### config.mk
export PLATFORM = sky130hd
export DESIGN_NAME = cpu_main_controller
export DESIGN_NICKNAME = d
export VERILOG_FILES = /design/src/rtl/cpu_ctrl_pkg.sv /design/src/rtl/cpu_main_controller_opcode_decoder.sv /design/src/rtl/cpu_main_controller.sv
export SDC_FILE = /design/constraint.sdc
export NUM_CORES = 1
export LEC_CHECK = 0
export ABC_AREA = 1
export CAP_MARGIN = 20
export CORE_AREA = 2 2 39 41
export DETAILED_ROUTE_END_ITERATION = 10
export DIE_AREA = 0 0 41 43
export PLACE_DENSITY = 0.55
export REMOVE_ABC_BUFFERS = 1
export SKIP_LAST_GASP = 1
export SLEW_MARGIN = 10
export SYNTH_ARGS = -nofsm -noshare
export SYNTH_HDL_FRONTEND = slang
export SYNTH_SLANG_ARGS = --single-unit
### constraint.sdc
create_clock -name clk -period 0.8 [get_ports clk]
set_clock_uncertainty 0.15 [all_clocks]
set_input_delay 0.2 -clock clk [delete_from_list [all_inputs] [get_ports clk]]
set_output_delay 0.2 -clock clk [all_outputs]
set_load 0.02 [all_outputs]
### src/rtl/cpu_ctrl_pkg.sv
// cpu_ctrl_pkg: opcode, ALUop and control-vector types
// shared by the main controller and its decoder.
package cpu_ctrl_pkg;

  localparam logic [5:0] OP_RTYPE = 6'b000000;
  localparam logic [5:0] OP_LW    = 6'b100011;
  localparam logic [5:0] OP_SW    = 6'b101011;
  localparam logic [5:0] OP_BEQ   = 6'b000100;
  localparam logic [5:0] OP_J     = 6'b000010;

  localparam logic [1:0] ALUOP_ADD   = 2'b00;
  localparam logic [1:0] ALUOP_SUB   = 2'b01;
  localparam logic [1:0] ALUOP_FUNCT = 2'b10;

  typedef enum logic [2:0] {
    CLS_R,
    CLS_LW,
    CLS_SW,
    CLS_BEQ,
    CLS_J,
    CLS_OTHER
  } opClass_t;

  typedef struct packed {
    logic regDst;
    logic aluSrcB;
    logic memToReg;
    logic writeReg;
    logic memWrite;
    logic branch;
    logic aluOp1;
    logic aluOp0;
    logic jmp;
  } ctrl_t;

  localparam ctrl_t CTRL_NOP = '0;

  function automatic opClass_t classify(input logic [5:0] op);
    opClass_t c;
    c = CLS_OTHER;
    unique case (1'b1)
      (op == OP_RTYPE): c = CLS_R;
      (op == OP_LW):    c = CLS_LW;
      (op == OP_SW):    c = CLS_SW;
      (op == OP_BEQ):   c = CLS_BEQ;
      (op == OP_J):     c = CLS_J;
      default:          c = CLS_OTHER;
    endcase
    return c;
  endfunction

endpackage

### src/rtl/cpu_main_controller_opcode_decoder.sv
// opcode_decoder: purely combinational opcode to
// control-vector mapping; unknown opcodes give NOP.
module opcode_decoder
  import cpu_ctrl_pkg::*;
(
  input  logic [5:0] OP,
  output ctrl_t      ctrl
);

  opClass_t cls;

  assign cls = classify(OP);

  // map each opcode class to its fixed control vector
  always_comb begin
    ctrl = CTRL_NOP;
    unique case (cls)
      CLS_R: begin
        ctrl.regDst   = 1'b1;
        ctrl.writeReg = 1'b1;
        {ctrl.aluOp1, ctrl.aluOp0} = ALUOP_FUNCT;
      end
      CLS_LW: begin
        ctrl.aluSrcB  = 1'b1;
        ctrl.memToReg = 1'b1;
        ctrl.writeReg = 1'b1;
        {ctrl.aluOp1, ctrl.aluOp0} = ALUOP_ADD;
      end
      CLS_SW: begin
        ctrl.aluSrcB  = 1'b1;
        ctrl.memWrite = 1'b1;
        {ctrl.aluOp1, ctrl.aluOp0} = ALUOP_ADD;
      end
      CLS_BEQ: begin
        ctrl.branch = 1'b1;
        {ctrl.aluOp1, ctrl.aluOp0} = ALUOP_SUB;
      end
      CLS_J: begin
        ctrl.jmp = 1'b1;
      end
      default: ctrl = CTRL_NOP;
    endcase
  end

endmodule

### src/rtl/cpu_main_controller.sv
// cpu_main_controller: registered main control decoder
// for the single-cycle MIPS-subset datapath.
module cpu_main_controller
  import cpu_ctrl_pkg::*;
(
  input  logic       clk,
  input  logic       rst_n,
  input  logic [5:0] OP,
  output logic       RegDst,
  output logic       ALUsrcB,
  output logic       MemToReg,
  output logic       WriteReg,
  output logic       MemWrite,
  output logic       Branch,
  output logic       ALUop1,
  output logic       ALUop0,
  output logic       JMP
);

  ctrl_t ctrlD;
  ctrl_t ctrlQ;

  opcode_decoder uDecoder (
    .OP   (OP),
    .ctrl (ctrlD)
  );

  // output register; reset loads the NOP vector
  always_ff @(posedge clk) begin
    if (!rst_n) begin
      ctrlQ <= CTRL_NOP;
    end else begin
      ctrlQ <= ctrlD;
    end
  end

  assign RegDst   = ctrlQ.regDst;
  assign ALUsrcB  = ctrlQ.aluSrcB;
  assign MemToReg = ctrlQ.memToReg;
  assign WriteReg = ctrlQ.writeReg;
  assign MemWrite = ctrlQ.memWrite;
  assign Branch   = ctrlQ.branch;
  assign ALUop1   = ctrlQ.aluOp1;
  assign ALUop0   = ctrlQ.aluOp0;
  assign JMP      = ctrlQ.jmp;

endmodule

# == After elaboration in Yosys (flattened, before gate mapping) ==
# Cells that the tools add are included.
# word_totals
reg_bits,9
out_inout_bits,9
in_bits,8
# op_classes
eq_ne,8
n_reduce_logical,4
muxes,9
# ops
operator,n
$pmux W3 S5,1
$eq A6 B6 Y1 const B,2
$mux W1,7
$eq A3 B2 Y1 const B,2
$eq A6 B2 Y1 const B,1
$eq A6 B3 Y1 const B,1
$logic_not A6 Y1,1
$pmux W2 S2,1
$reduce_or A2 Y1,2
$eq A3 B1 Y1 const B,1
$eq A3 B3 Y1 const B,1
$logic_not A3 Y1,1

# == Depth between registers and ports, before layout ==
# logic_depth
ltp_word,5
mapped_depth,6
ltp_nobuf,6

# == Modules after synthesis ==
# From an unflattened synthesis, not the netlist that was laid out.
# unflattened
hier_cells,57
area_unflattened_um2,434.2
# by_module_without_submodules
module,seq_area_each_um2,area_each_um2,cells_each,instances
cpu_main_controller,180.2,259.0,28,1
opcode_decoder,0.0,175.2,29,1

# == Worst setup path before layout ==
# No wires, ideal clock.
# synth_path
path_type,register to output
startpoint,register ALUop1 (netlist name)
endpoint,output port RegDst
path_slack_ns,-0.145
stages_incl_launch_ff,2
arrival_ns,0.595
cell_sequence,dfxtp_1 buf_4
# synth_lines
item,line,source
"end, declared",cpu_main_controller.sv:9,"output logic RegDst,"

==> impl_metrics.yaml <==
status:
  status: "complete, but fails checks"
  violations: "negative setup slack"
final_layout:
  final_cell_mix: "buf_6 (9), dfxtp_2 (8), buf_2 (6)"
  mostFrequentLayoutCell: "buf_6"
  diodes: 0
  drive_gt1_frac: 0.736
  nFillCells: 148
  fin_util: 0.378
  syn_to_final_growth_pct: 74.2
  layoutNonFillerInstCount: 69
  nNetsFinal: 63
synth:
  ys.warnings.count: 0
  syn_avg_cell_area_um2: 8.58
  ys_seq_area_frac: 0.533
  netlist_area_um2: 300
  synthCells: 35
  synth_cell_types: 12
  synth_seq_cells: 8
power:
  leakage_nw: 0.247
  p_per_area_mw_per_mm2: 1490
  ir_drop_mv: 0.398
  fin_total_pwr_w: 0.000779
worst_setup_path:
  critPathMaxFanout: 2
  crit_required_ns: 0.45
  endpoint_kind: "output pin"
  path_buf_inv: 1
  crit_type: "flip-flop to output pin"
  cp_cell_sequence: "buf_6"
  cp-start-kind: "flip-flop"
  slowest_delay_ns: 0.34
  cp.arrival_ns: 0.69
  critPathTopFamily: "flip-flops"
  cp_slowest_cell: "dfxtp_2"
timing:
  slew_headroom: 0.917
  fin_crit_ns: 1.04
  max_freq_mhz: 958
  slew_viol_final: 0
  setup_viol: 9
  hold_violations: 0
  tns_ns: -2.05
  finalWorstSetupSlack_ns: -0.244
  tightestPinTransition_ns: 0.124
  rsz0062_at_grt: "true"
  fin_crit_sh: 1.30
floorplanning:
  design.die.area_mm2: 0.00176
  die_y_um: 43
  num_rows: 14
  ios: 17
  initial_core_util: 0.217
  fp.dieW_um: 41
  core-area_mm2: 0.00138
detailed_routing:
  vias: 274
  postRouteWirelength_um: 530
  drtIter0Drc: 1
  ant_nets: 0
  viasPerCell: 3.97
  wl_per_cell_um: 7.68
  drc: 0
  first_pass_iters: 2
hold_path:
  hold_class: "input pin to flip-flop"
grt:
  grt_max_degree: 7
  grt_usage: 0.0674
  grt_pass1_wl_um: 800
  overflow: 0
  antenna_found_initial: 0
  grt_pass1_vias: 240
cts:
  cts_inserted_buffers: 3
  htree_levels: 1
  cts_root_buf: "clkbuf_4"
  cts_tree: "yes"
  post-cts-setup-buffers: 0
  clock_path_buffers: 2
  path_clk_slew_ns: 0.05
  clock_sinks: 8
placement:
  dp_hpwl_um: 432
  place_congestion: 0.731
  dp.cells: 66
  post-place-ws_ns: -0.570
  port_buffers: 16
job:
  maxCapViolations: 0
## cell type report
cell class / count / area, µm² / area share
inverters: 5 / 18.8 / 0.0359
multi-input cells: 21 / 151 / 0.289
clock buffers: 3 / 22.5 / 0.0431
repair buffers: 16 / 140 / 0.268
well taps: 16 / 20.0 / 0.0383
flip-flops and latches: 8 / 170 / 0.325
## stage by stage
step                      cell area, µm²  hold slack [ns]
after floorplan                      293            0.182
after global placement               473            0.677
after detailed placement             473            0.672
after CTS                            537           0.0945
after global routing                 523            0.117
final                                523            0.108
## kinds of logic (layout without fill, tap and decap cells)
| family | count (synthesis) | in the layout | synth area share |
|---|---|---|---|
| AND/OR/NAND/NOR | 20 | 20 | 0.362 |
| AO/OA/AOI/OAI | 1 | 1 | 0.0167 |
| buffers and inverters | 6 | 24 | 0.0875 |
| flip-flops | 8 | 8 | 0.533 |
## final timing paths
| check | startpoint | slack, ns | cells past startpoint | end |
|---|---|---|---|---|
| hold / removal | OP[3] | 0.11 | 4 | ALUop1 |
| setup / recovery | ALUop1 | -0.24 | 1 | RegDst |
## registers in the layout (all words and copies together) (netlist names)
| name | count |
|---|---|
| ALUop0 | 1 |
| ALUop1 | 1 |
| ALUsrcB | 1 |
| Branch | 1 |
| JMP | 1 |
| MemToReg | 1 |
| MemWrite | 1 |
| WriteReg | 1 |
## routing by layer
metal  vias up  part of all wire  global-route usage
met4         0                 0              0.0600
li1        144                 -                   -
met5         -                 0                   0
met2        12              0.48               0.106
met1       118              0.42              0.0680
met3         0              0.10              0.0157
## cell usage after synthesis (all sizes together)
master  count  area share
nand2       4       0.050
dfxtp       8        0.53
nor3b       1       0.042
nand3       3       0.067
buf         1       0.025
a21oi       1       0.017
inv         5       0.063
nand3b      1       0.025
nor2       10        0.16
nand4       1       0.021
## power breakdown
| group | total (W) | internal, W | switching (W) |
|---|---|---|---|
| logic | 0.0000871 | 0.0000360 | 0.0000511 |
| clock network | 0.000288 | 0.000170 | 0.000117 |
| registers | 0.000404 | 0.000403 | 0.00000144 |
## timing repair
action | 4_1_cts | 5_1_grt
pin swaps | 10 | 6
hold buffers | 0 | 0
resized for setup | 93 | 5
endpoints found under the setup margin | 17 | 14
No activity file was read; power rests on OpenSTA's default activity.
